**src/rtl/noc_local_ni.sv**
```systemverilog
// noc_local_ni: PE <-> mesh router local-port network interface (TX packer, RX FWFT FIFO).
// Optional statistics counters are built only when NI_STATS_EN is defined.
module noc_local_ni #(
   parameter logic [3:0] NODE_ID   = 4'h5,
   parameter int         DATASIZE  = 40,
   parameter int         WIDTH     = 3,
   parameter int         TX_THRESH = 8,
   parameter int         RX_DEPTH  = 4
) (
   input  logic                clk,
   input  logic                rst,
   input  logic                pe_tx_valid,
   output logic                pe_tx_ready,
   input  logic [3:0]          pe_tx_dst,
   input  logic [21:0]         pe_tx_data,
   input  logic [1:0]          pe_tx_type,
   output logic [DATASIZE-1:0] net_data_out,
   output logic                net_valid_out,
   input  logic                net_full_in,
   input  logic [WIDTH:0]      net_pressure_in,
   input  logic [DATASIZE-1:0] net_data_in,
   input  logic                net_valid_in,
   output logic                pe_rx_valid,
   input  logic                pe_rx_ready,
   output logic [3:0]          pe_rx_src,
   output logic [21:0]         pe_rx_data,
   output logic [1:0]          pe_rx_type,
   output logic [7:0]          pe_rx_latency,
   output logic [7:0]          rx_drop_cnt,
   output logic [7:0]          misroute_cnt,
   output logic [15:0]         stat_tx_cnt,
   output logic [15:0]         stat_rx_cnt,
   output logic [7:0]          stat_lat_max
);
   localparam int AW = $clog2(RX_DEPTH);
   typedef enum logic {IDLE, SEND} state_t;
   state_t              r_state;
   logic [7:0]          r_ts;
   logic [DATASIZE-1:0] r_tx;
   logic [35:0]         r_mem [RX_DEPTH];
   logic [AW-1:0]       r_wp, r_rp;
   logic [AW:0]         r_cnt;
   logic [7:0]          r_drop, r_mis;
   logic                w_xfer, w_acc, w_hit, w_mis, w_push, w_pop, w_full, w_rxv;
   logic [7:0]          w_lat;

   assign w_xfer        = (r_state == SEND) & ~net_full_in & (int'(net_pressure_in) < TX_THRESH);
   assign pe_tx_ready   = (r_state == IDLE) | w_xfer;
   assign w_acc         = pe_tx_valid & pe_tx_ready;
   assign net_valid_out = w_xfer & ~rst;
   assign net_data_out  = r_tx;
   assign w_rxv         = (r_cnt != '0) & ~rst;
   assign pe_rx_valid   = w_rxv;
   assign w_pop         = w_rxv & pe_rx_ready;
   assign w_full        = r_cnt == (AW+1)'(RX_DEPTH);
   assign w_hit         = net_valid_in & (net_data_in[35:32] == NODE_ID);
   assign w_mis         = net_valid_in & (net_data_in[35:32] != NODE_ID);
   // a full FIFO still accepts when the head leaves in the same cycle
   assign w_push        = w_hit & (~w_full | w_pop);
   assign w_lat         = r_ts - net_data_in[31:24];
   assign {pe_rx_src, pe_rx_data, pe_rx_type, pe_rx_latency} = r_mem[r_rp];
   assign rx_drop_cnt   = r_drop;
   assign misroute_cnt  = r_mis;

   always_ff @(posedge clk) begin
      if (rst) begin
         r_state <= IDLE;
         r_ts    <= '0;
         r_tx    <= '0;
      end else begin
         r_ts <= r_ts + 8'd1;
         if (w_acc) begin
            r_tx    <= {NODE_ID, pe_tx_dst, r_ts, pe_tx_data, pe_tx_type};
            r_state <= SEND;
         end else if (w_xfer) r_state <= IDLE;
      end
   end

   always_ff @(posedge clk) begin
      if (rst) begin
         for (int i = 0; i < RX_DEPTH; i++) r_mem[i] <= '0;
         r_wp   <= '0;
         r_rp   <= '0;
         r_cnt  <= '0;
         r_drop <= '0;
         r_mis  <= '0;
      end else begin
         if (w_push) begin
            r_mem[r_wp] <= {net_data_in[39:36], net_data_in[23:2], net_data_in[1:0], w_lat};
            r_wp        <= r_wp + AW'(1);
         end
         if (w_pop) r_rp <= r_rp + AW'(1);
         r_cnt <= r_cnt + (AW+1)'(w_push) - (AW+1)'(w_pop);
         if (w_hit && !w_push && r_drop != 8'hFF) r_drop <= r_drop + 8'd1;
         if (w_mis && r_mis != 8'hFF) r_mis <= r_mis + 8'd1;
      end
   end

`ifdef NI_STATS_EN
   logic [15:0] r_stx, r_srx;
   logic [7:0]  r_lmax;
   always_ff @(posedge clk) begin
      if (rst) begin
         r_stx  <= '0;
         r_srx  <= '0;
         r_lmax <= '0;
      end else begin
         if (w_xfer && r_stx != 16'hFFFF) r_stx <= r_stx + 16'd1;
         if (w_push && r_srx != 16'hFFFF) r_srx <= r_srx + 16'd1;
         if (w_push && w_lat > r_lmax) r_lmax <= w_lat;
      end
   end
   assign stat_tx_cnt  = r_stx;
   assign stat_rx_cnt  = r_srx;
   assign stat_lat_max = r_lmax;
`else
   assign stat_tx_cnt  = '0;
   assign stat_rx_cnt  = '0;
   assign stat_lat_max = '0;
`endif
endmodule

```
**config.mk**
```make
export PLATFORM = sky130hd
export DESIGN_NAME = noc_local_ni
export DESIGN_NICKNAME = d
export VERILOG_FILES = /design/src/rtl/noc_local_ni.sv
export SDC_FILE = /design/constraint.sdc
export NUM_CORES = 1
export LEC_CHECK = 0
export BUFFER_PORTS_ARGS = -buffer_cell sky130_fd_sc_hd__buf_2
export CORE_MARGIN = 10
export CORE_UTILIZATION = 50
export DETAILED_ROUTE_END_ITERATION = 10
export GPL_ROUTABILITY_DRIVEN = 0
export PLACE_DENSITY = 0.79
export SKIP_LAST_GASP = 1
export SLEW_MARGIN = 20
export SYNTH_ARGS = -nofsm -noshare
export SYNTH_HDL_FRONTEND = slang
export SYNTH_SLANG_ARGS = --single-unit
export TNS_END_PERCENT = 50
```
**constraint.sdc**
```tcl
create_clock -name clk -period 3.9 [get_ports clk]
set_input_delay 0.195 -clock clk [delete_from_list [all_inputs] [get_ports clk]]
set_output_delay 0.195 -clock clk [all_outputs]
set_load 0.01 [all_outputs]
```
==> results of run 1 <==
## path summary, 6_finish.rpt
path                                      start                             to  slack, ns
setup / recovery            r_cnt[1]$_SDFF_PP0_     r_mem[0][26]$_SDFFCE_PN0P_       1.33
hold / removal                  net_data_in[13]     r_mem[1][21]$_SDFFCE_PN0P_       0.01
setup reg to reg            r_cnt[1]$_SDFF_PP0_     r_mem[0][26]$_SDFFCE_PN0P_       1.33
hold reg to reg   net_data_out[15]$_SDFFE_PP0P_  net_data_out[15]$_SDFFE_PP0P_       0.45
## final cells by class
type	count	area share
clock buffers	31	0.0546
clock inverters	9	0.00860
inverters	16	0.00516
multi-input cells	495	0.297
flip-flops and latches	215	0.494
well taps	234	0.0252
repair buffers	221	0.115
## report_power, final
group / internal (mW) / leakage [nW] / switching [mW]
Sequential: 2.52 / 2.07 / 0.0611
Combinational: 0.281 / 2.32 / 0.336
Clock: 1.27 / 0.363 / 0.853
Total: 4.08 / 4.75 / 1.25
## layer usage
layer	up-vias	routed length, um
li1	2988	-
met1	3030	8570
met2	260	11400
met3	37	2360
met5	-	7
met4	2	455
## registers in the layout (all words and copies together), names as in the netlist, named ones only
register	count
r_mem	144
net_data_out	37
misroute_cnt	8
r_ts	8
rx_drop_cnt	8
r_cnt	3
r_rp	2
r_wp	2
r_state	1
## cell families after synthesis
family                     Yosys count  synth area share
AOI/OAI and AO/OA                   61            0.0358
muxes                               37            0.0856
other                                1          0.000391
xor gates and xnor gates            30            0.0274
DFF                                215             0.599
and+or+nand+nor                    311             0.171
adders and majority gates           14            0.0198
buffers and inverters               99            0.0602
## repair_timing
action	in CTS	in global routing
hold buffers	41	0
gates resized for setup	0	0
hold endpoints to repair	56	0
endpoints found under the setup margin	0	0
## through the flow
stage                     area (sq um)  hold WS, ns
after floorplan                   9740        0.324
after global placement           10500        0.435
after detailed placement         10500        0.442
after CTS                        11600      0.00526
after global routing             11600       0.0169
final                            11600       0.0145
## worst max-delay path, cell delays in order (launching register included)
cell      delay (ns)
dfxtp_1         0.46
nor3b_4         0.11
nand2_1         0.12
nand2_1         0.31
or3_1           0.61
nand2b_2        0.13
buf_4           0.46
## synthesized netlist by cell type (all sizes together), types with 3 or more instances
master | n | share of area
edfxtp | 144 | 0.45
nor3 | 6 | 0.0042
and2 | 117 | 0.076
inv | 16 | 0.0063
nand2b | 8 | 0.0060
nand4 | 4 | 0.0042
nor3b | 3 | 0.0035
ha | 12 | 0.016
xnor2 | 18 | 0.016
or3 | 4 | 0.0026
nor4 | 4 | 0.0026
nor2 | 62 | 0.025
buf | 61 | 0.045
a21oi | 44 | 0.023
xor2 | 12 | 0.011
clkbuf | 22 | 0.0086
o21ai | 7 | 0.0037
nand2 | 83 | 0.033
mux4 | 36 | 0.085
nand3 | 11 | 0.0057
dfxtp | 71 | 0.15
==> results.json, run 1 <==
{
  "status": "finished, final reports clean",
  "start_util": 0.511,
  "period_share": 0.660,
  "tightest_slew_ns": 0.958,
  "gr-usage-met1": 0.216,
  "numCtsBuffers": 23,
  "vias": 6317,
  "row_count": 50,
  "max_freq_mhz": 388,
  "core_area_sq_mm": 0.0188,
  "pre_cts_ws_ns": 1.17,
  "drv_cap": 0,
  "syn_area_per_cell_sq_um": 12.5,
  "ys_seq_area_frac": 0.599,
  "holdCritPathClass": "input port to flop",
  "skew_ns": 0.00783,
  "met2_usage": 0.309,
  "die_w_um": 158,
  "drcViolationCount": 0,
  "place_inst": 1140,
  "rsz0062_at_grt": "false",
  "antenna_found_initial": 1,
  "finalPower_mw": 5.33,
  "cts_sinks": 215,
  "synthToLayoutAreaGrowth_pct": 21.4,
  "drive_gt1_frac": 0.273,
  "syn_inst": 768,
  "grt_start_max_net_pins": 65,
  "leakage_nw": 4.75,
  "synth.cell_area_sq_mm": 0.00958,
  "die-height_um": 158,
  "whs_path_depth": 2,
  "worst_skew_pair.late_latency_ns": 0.50,
  "power_density_mw_per_mm2": 458,
  "cts.path.max_buffers": 3,
  "grt_util_met3": 0.0613,
  "detail-route-antenna-nets": 0,
  "drt_iter0_markers": 324,
  "synth_edf_count": 144,
  "h-tree-depth": 1,
  "yosysWarnings": 0,
  "grt.total_usage": 0.181,
  "ir_drop_mv": 0.386,
  "end_kind": "flop",
  "cts_root_buf": "clkbuf_16",
  "ys.flop_type": "edfxtp_1",
  "cts.reportedPaths.clkPinSlew_ns": 0.06,
  "cp-start-kind": "flop",
  "drt_wl_total_um": 22800,
  "grt-ovfl-total": 0,
  "wl_per_cell_um": 18.7,
  "layout.cells.non_filler": 1221,
  "relSlewSlack": 0.361,
  "layout_common_cells": "buf_2, edfxtp_1, and2_1",
  "synth-seq-cells": 215,
  "n_antenna_cell": 0,
  "setup_viol": 0,
  "n_fill_cell": 1432,
  "die_area_sq_mm": 0.0251,
  "seqCellArea_sq_mm": 0.00575,
  "busiest_layer": "met2",
  "synthArstFlopShare": 0,
  "cts_tree": "yes",
  "finalHoldViolCount": 0,
  "cp.arrival_ns": 2.71,
  "grt_pass1_wl_um": 35800,
  "nNetsFinal": 1064,
  "finalCriticalPeriod_ns": 2.57,
  "layout_setup_ws_ns": 1.33,
  "cp.required_ns": 4.03,
  "ys_types": 46,
  "cp_max_fo": 36,
  "utilization": 0.620,
  "postCtsSetupRepairBufs": 0,
  "tns_ns": 0,
  "multi_input_area_sq_mm": 0.00346,
  "io_buffers": 167,
  "slew_viol_final": 0,
  "ioPinCount": 213,
  "dp_hpwl_um": 14500,
  "avgViaCountPerCell": 5.17,
  "layout_commonest_cell": "buf_2",
  "reg2reg_depth": 6,
  "critical_path_class": "flop to flop",
  "firstDrtPassIters": 4,
  "grt_pass1_vias": 6686
}
No activity file was read; power rests on OpenSTA's default activity.
==> run 2: changes to the inputs <==
==> constraint.sdc (replaced) <==
create_clock -name clk -period 2.65 [get_ports clk]
set_input_delay 0.1325 -clock clk [delete_from_list [all_inputs] [get_ports clk]]
set_output_delay 0.1325 -clock clk [all_outputs]
set_load 0.01 [all_outputs]
==> run 2 against run 1 <==
Global-route usage grew 0.25 points. Maximum frequency grew 9.7%. Combinational power grew 54%. Sequential share of layout area shrank 1.3 points. Critical path depth grew 5. Die area is the same. Largest power group unchanged. Clock skew grew 0.0060 ns. Core utilization grew 1.7 points. Largest cell class unchanged. Non-clock buffer count grew 24.
==> results.json, run 2 (synthesized netlist as in run 1, its figures left out) <==
{
  "status": "finished, final reports clean",
  "vias": 6379,
  "layout_common_cells": "buf_2, edfxtp_1, and2_1",
  "detail-route-antenna-nets": 0,
  "power_density_mw_per_mm2": 669,
  "setup_viol": 0,
  "slew_viol_final": 0,
  "numCtsBuffers": 23,
  "drv_cap": 0,
  "firstDrtPassIters": 4,
  "cts.path.max_buffers": 3,
  "skew_ns": 0.0139,
  "layout_commonest_cell": "buf_2",
  "drt_wl_total_um": 23200,
  "grt_pass1_wl_um": 36300,
  "cp.arrival_ns": 2.74,
  "ir_drop_mv": 0.503,
  "tns_ns": 0,
  "die-height_um": 158,
  "cp-start-kind": "flop",
  "largest-register": "r_mem",
  "synthToLayoutAreaGrowth_pct": 24.8,
  "cp_max_fo": 4,
  "die_w_um": 158,
  "finalHoldViolCount": 0,
  "cts.reportedPaths.clkPinSlew_ns": 0.06,
  "io_buffers": 167,
  "cts_hold_buffers": 57,
  "antenna_found_initial": 3,
  "seqCellArea_sq_mm": 0.00575,
  "cp.required_ns": 3.05,
  "row_count": 50,
  "nNetsFinal": 1088,
  "drive_gt1_frac": 0.274,
  "cts_root_buf": "clkbuf_16",
  "crit_path_max_incr_delay_ns": 0.38,
  "leakage_nw": 4.88,
  "postCtsSetupRepairBufs": 0,
  "wl_per_cell_um": 18.6,
  "finalPower_mw": 8.01,
  "n_fill_cell": 1386,
  "cts_tree": "yes",
  "critical_path_buf_inv_count": 2,
  "drcViolationCount": 0,
  "finalCriticalPeriod_ns": 2.35,
  "period_share": 0.885,
  "largest_register_ffs": 144,
  "start_util": 0.511,
  "grt.total_usage": 0.183,
  "avgViaCountPerCell": 5.11,
  "h-tree-depth": 1,
  "crit_chain": "nor3b_4 > nand2_1 > nand3_1 > ha_1 > inv_1 > ha_1 > inv_1 > fa_1 > xor2_1 > xnor2_1 > nor2_1",
  "grt-ovfl-total": 0,
  "cts_resized": 0,
  "rsz0062_at_grt": "false",
  "grt_start_max_net_pins": 61,
  "ioPinCount": 213,
  "grt_pass1_vias": 6798,
  "worst_skew_pair.late_latency_ns": 0.50,
  "relSlewSlack": 0.369,
  "die_area_sq_mm": 0.0251,
  "holdCritPathClass": "input port to flop",
  "end_kind": "flop",
  "tightest_slew_ns": 0.946,
  "critical_path_class": "flop to flop",
  "core_area_sq_mm": 0.0188,
  "cp_slowest_cell": "dfxtp_1",
  "multi_input_area_sq_mm": 0.00346,
  "cp_top_family": "adder cells",
  "dp_hpwl_um": 14600,
  "cts_sinks": 215,
  "drt_iter0_markers": 349,
  "max_freq_mhz": 426
}
[run 2: cell types whose count changed in the layout (fill, tap and decap cells not counted)]
| cell | delta |
|---|---|
| dlygate4sd3_1 | +16 |
| buf_12 | +5 |
| buf_4 | +3 |
| diode_2 | +3 |
| bufinv_16 | +1 |
| clkbuf_16 | +1 |
| clkbuf_8 | -1 |
| clkinv_1 | +1 |
| clkinv_4 | -1 |
| clkinvlp_4 | +1 |
| inv_6 | -1 |
[run 2: metal layers]
layer,vias up,global-route usage,part of all wire
met1,3071,0.207,0.38
met3,35,0.0664,0.092
met2,236,0.318,0.50
li1,3035,-,-
met5,-,0,0.00039
met4,2,0.0560,0.024
[run 2: worst reg2reg max path, cell delays in order (launching register included)]
cell,delay (ns)
dfxtp_1,0.38
nor3b_4,0.36
nand2_1,0.14
nand3_1,0.14
ha_1,0.25
inv_1,0.06
ha_1,0.13
inv_1,0.05
fa_1,0.37
xor2_1,0.18
xnor2_1,0.13
nor2_1,0.05
[run 2: area by class of cell]
cell class	count	area share
clock inverters	10	0.0104
flip-flops and latches	215	0.480
clock buffers	31	0.0541
diodes	3	0.000628
multi-input cells	495	0.289
repair buffers	245	0.136
inverters	16	0.00502
well taps	234	0.0245
[run 2: path summary, 6_finish.rpt]
check | from | end | slack (ns) | depth (start not counted)
worst min-delay path | rst | r_cnt[1]$_SDFF_PP0_ | 0.05 | 3
worst max-delay path | r_cnt[1]$_SDFF_PP0_ | r_cnt[2]$_SDFF_PP0_ | 0.30 | 11
worst min register to register | net_data_out[13]$_SDFFE_PP0P_ | net_data_out[13]$_SDFFE_PP0P_ | 0.45 | 2
worst max register to register | r_cnt[1]$_SDFF_PP0_ | r_cnt[2]$_SDFF_PP0_ | 0.30 | 11
[run 2: stage by stage]
stage,utilization,setup WS (ns),hold WS (ns),instances,cell area [sq um]
global route,0.637,0.0929,0.0760,1247,12000
CTS,0.637,0.301,0.0427,1246,12000
finish,0.637,0.304,0.0533,1249,12000
detailed placement,0.566,0.321,0.379,1148,10600
global placement,0.566,0.362,0.372,1148,10600
floorplan,-,0.0985,0.262,809,9740
[run 2: power by group]
part	switching, mW	internal [mW]
Clock	1.27	2.00
Combinational	0.502	0.447
Sequential	0.0839	3.71
==> run 3: changes to the inputs <==
--- a/config.mk
+++ b/config.mk
@@ -10,6 +10,7 @@
 export CORE_UTILIZATION = 50
 export DETAILED_ROUTE_END_ITERATION = 10
 export GPL_ROUTABILITY_DRIVEN = 0
+export HOLD_SLACK_MARGIN = 0.1
 export PLACE_DENSITY = 0.79
 export SKIP_LAST_GASP = 1
 export SLEW_MARGIN = 20
==> run 3 against run 2 <==
Sequential share of layout area down 0.10 points. Sequential power about the same. Routed wire length down 0.29%. Worst setup slack better by 0.0051 ns. Non-clock buffer count up 3. Maximum frequency up 0.22%. Via count down 0.22%. Core utilization up 0.13 points. Largest cell class unchanged. Cell count about the same. Register-to-register slack about the same. Global-route usage down 0.060 points. Largest power group unchanged.
==> results.json, run 3 (synthesized netlist as in run 1, its figures left out) <==
{
  "status": "finished, final reports clean",
  "layout_commonest_cell": "buf_2",
  "crit_chain": "nor3b_4 > nand2_1 > nand3_1 > ha_1 > inv_1 > ha_1 > inv_1 > fa_1 > xor2_1 > xnor2_1 > nor2_1",
  "cp_top_family": "adder cells",
  "met2_usage": 0.318,
  "cts_sinks": 215,
  "drcViolationCount": 0,
  "dp_hpwl_um": 14600,
  "vias": 6365,
  "die_w_um": 158,
  "drv_cap": 0,
  "largest-register": "r_mem",
  "ir_drop_mv": 0.518,
  "drive_gt1_frac": 0.273,
  "critical_path_buf_inv_count": 2,
  "cp.arrival_ns": 2.74,
  "grt_util_met3": 0.0648,
  "nNetsFinal": 1091,
  "finalCriticalPeriod_ns": 2.34,
  "drt_iter0_markers": 355,
  "cp_max_fo": 4,
  "detail-route-antenna-nets": 0,
  "grt_pass1_vias": 6772,
  "worst_skew_pair.late_latency_ns": 0.50,
  "cts.reportedPaths.clkPinSlew_ns": 0.06,
  "wl_per_cell_um": 18.5,
  "synthToLayoutAreaGrowth_pct": 25.1,
  "layout_common_cells": "buf_2, edfxtp_1, and2_1",
  "critical_path_class": "flop to flop",
  "die-height_um": 158,
  "postCtsSetupRepairBufs": 0,
  "row_count": 50,
  "cp-startpoint": "r_cnt[1]$_SDFF_PP0_",
  "tightest_slew_ns": 0.918,
  "grt_start_max_net_pins": 61,
  "grt_pass1_wl_um": 36200,
  "cts_tree": "yes",
  "cts_root_buf": "clkbuf_16",
  "end_kind": "flop",
  "leakage_nw": 4.89,
  "skew_ns": 0.0150,
  "power_density_mw_per_mm2": 668,
  "place_inst": 1148,
  "ff2ff_setup_slack_ns": 0.31,
  "holdCritPathClass": "input port to flop",
  "slew_viol_final": 0,
  "tns_ns": 0,
  "busiest_layer": "met2",
  "gr-usage-met1": 0.207,
  "drt_wl_total_um": 23100,
  "numCtsBuffers": 23,
  "seqCellArea_sq_mm": 0.00575,
  "finalHoldViolCount": 0,
  "layout.cells.non_filler": 1250,
  "grt-ovfl-total": 0,
  "max_freq_mhz": 427,
  "n_fill_cell": 1380,
  "cp_slowest_cell": "dfxtp_1",
  "core_area_sq_mm": 0.0188,
  "firstDrtPassIters": 4,
  "min-delay-start": "net_data_in[24]",
  "avgViaCountPerCell": 5.09,
  "reg2reg_from": "r_cnt[1]$_SDFF_PP0_",
  "relSlewSlack": 0.387,
  "antenna_found_initial": 2,
  "period_share": 0.883,
  "start_util": 0.511,
  "setup_viol": 0,
  "io_buffers": 167,
  "crit_path_max_incr_delay_ns": 0.38,
  "cts_resized": 0,
  "multi_input_area_sq_mm": 0.00346,
  "cp.required_ns": 3.05,
  "cts_hold_buffers": 60,
  "ioPinCount": 213,
  "die_area_sq_mm": 0.0251,
  "cts.path.max_buffers": 3,
  "h-tree-depth": 1,
  "rsz0062_at_grt": "false",
  "cp-start-kind": "flop",
  "largest_register_ffs": 144,
  "grt.total_usage": 0.183
}
[run 3: worst register-to-register path, stage by stage (launching register included)]
cell,delay (ns)
dfxtp_1,0.38
nor3b_4,0.36
nand2_1,0.14
nand3_1,0.14
ha_1,0.24
inv_1,0.06
ha_1,0.13
inv_1,0.05
fa_1,0.37
xor2_1,0.18
xnor2_1,0.13
nor2_1,0.05
[run 3: cell type report]
class / instances / share of cell area
multi-input combinational: 495 / 0.288
antenna: 1 / 0.000209
timing repair buffer: 248 / 0.138
clock inverter: 10 / 0.0103
inverter: 16 / 0.00501
tap: 234 / 0.0244
clock buffer: 31 / 0.0540
sequential: 215 / 0.479
[run 3: routing by layer]
metal,routed length (um),part of all wire,vias to the layer above
met4,522,0.023,2
met2,11800,0.51,240
li1,-,-,3038
met5,9,0.00039,-
met3,2150,0.093,33
met1,8640,0.37,3052
[run 3: final timing paths]
kind,end,cells past startpoint
hold reg to reg,net_data_out[19]$_SDFFE_PP0P_,2
hold / removal,r_mem[2][0]$_SDFFCE_PN0P_,3
setup / recovery,r_cnt[2]$_SDFF_PP0_,11
setup reg to reg,r_cnt[2]$_SDFF_PP0_,11
[run 3: power breakdown]
part / total, mW / switching, mW / internal, mW
combinational: 0.952 / 0.501 / 0.450
clock: 3.26 / 1.27 / 2.00
sequential: 3.79 / 0.0843 / 3.71
total: 8.01 / 1.85 / 6.16
[run 3: stage by stage]
stage	worst slack, ns	hold WS (ns)	power [mW]	area [sq um]	utilization
after detailed placement	0.321	0.379	4.75	10600	0.566
final	0.309	0.177	8.01	12000	0.639
after global placement	0.362	0.372	4.73	10600	0.566
after floorplan	0.0985	0.262	4.45	9740	-
after global routing	0.0929	0.202	8.31	12000	0.639
after CTS	0.301	0.171	8.06	12000	0.639
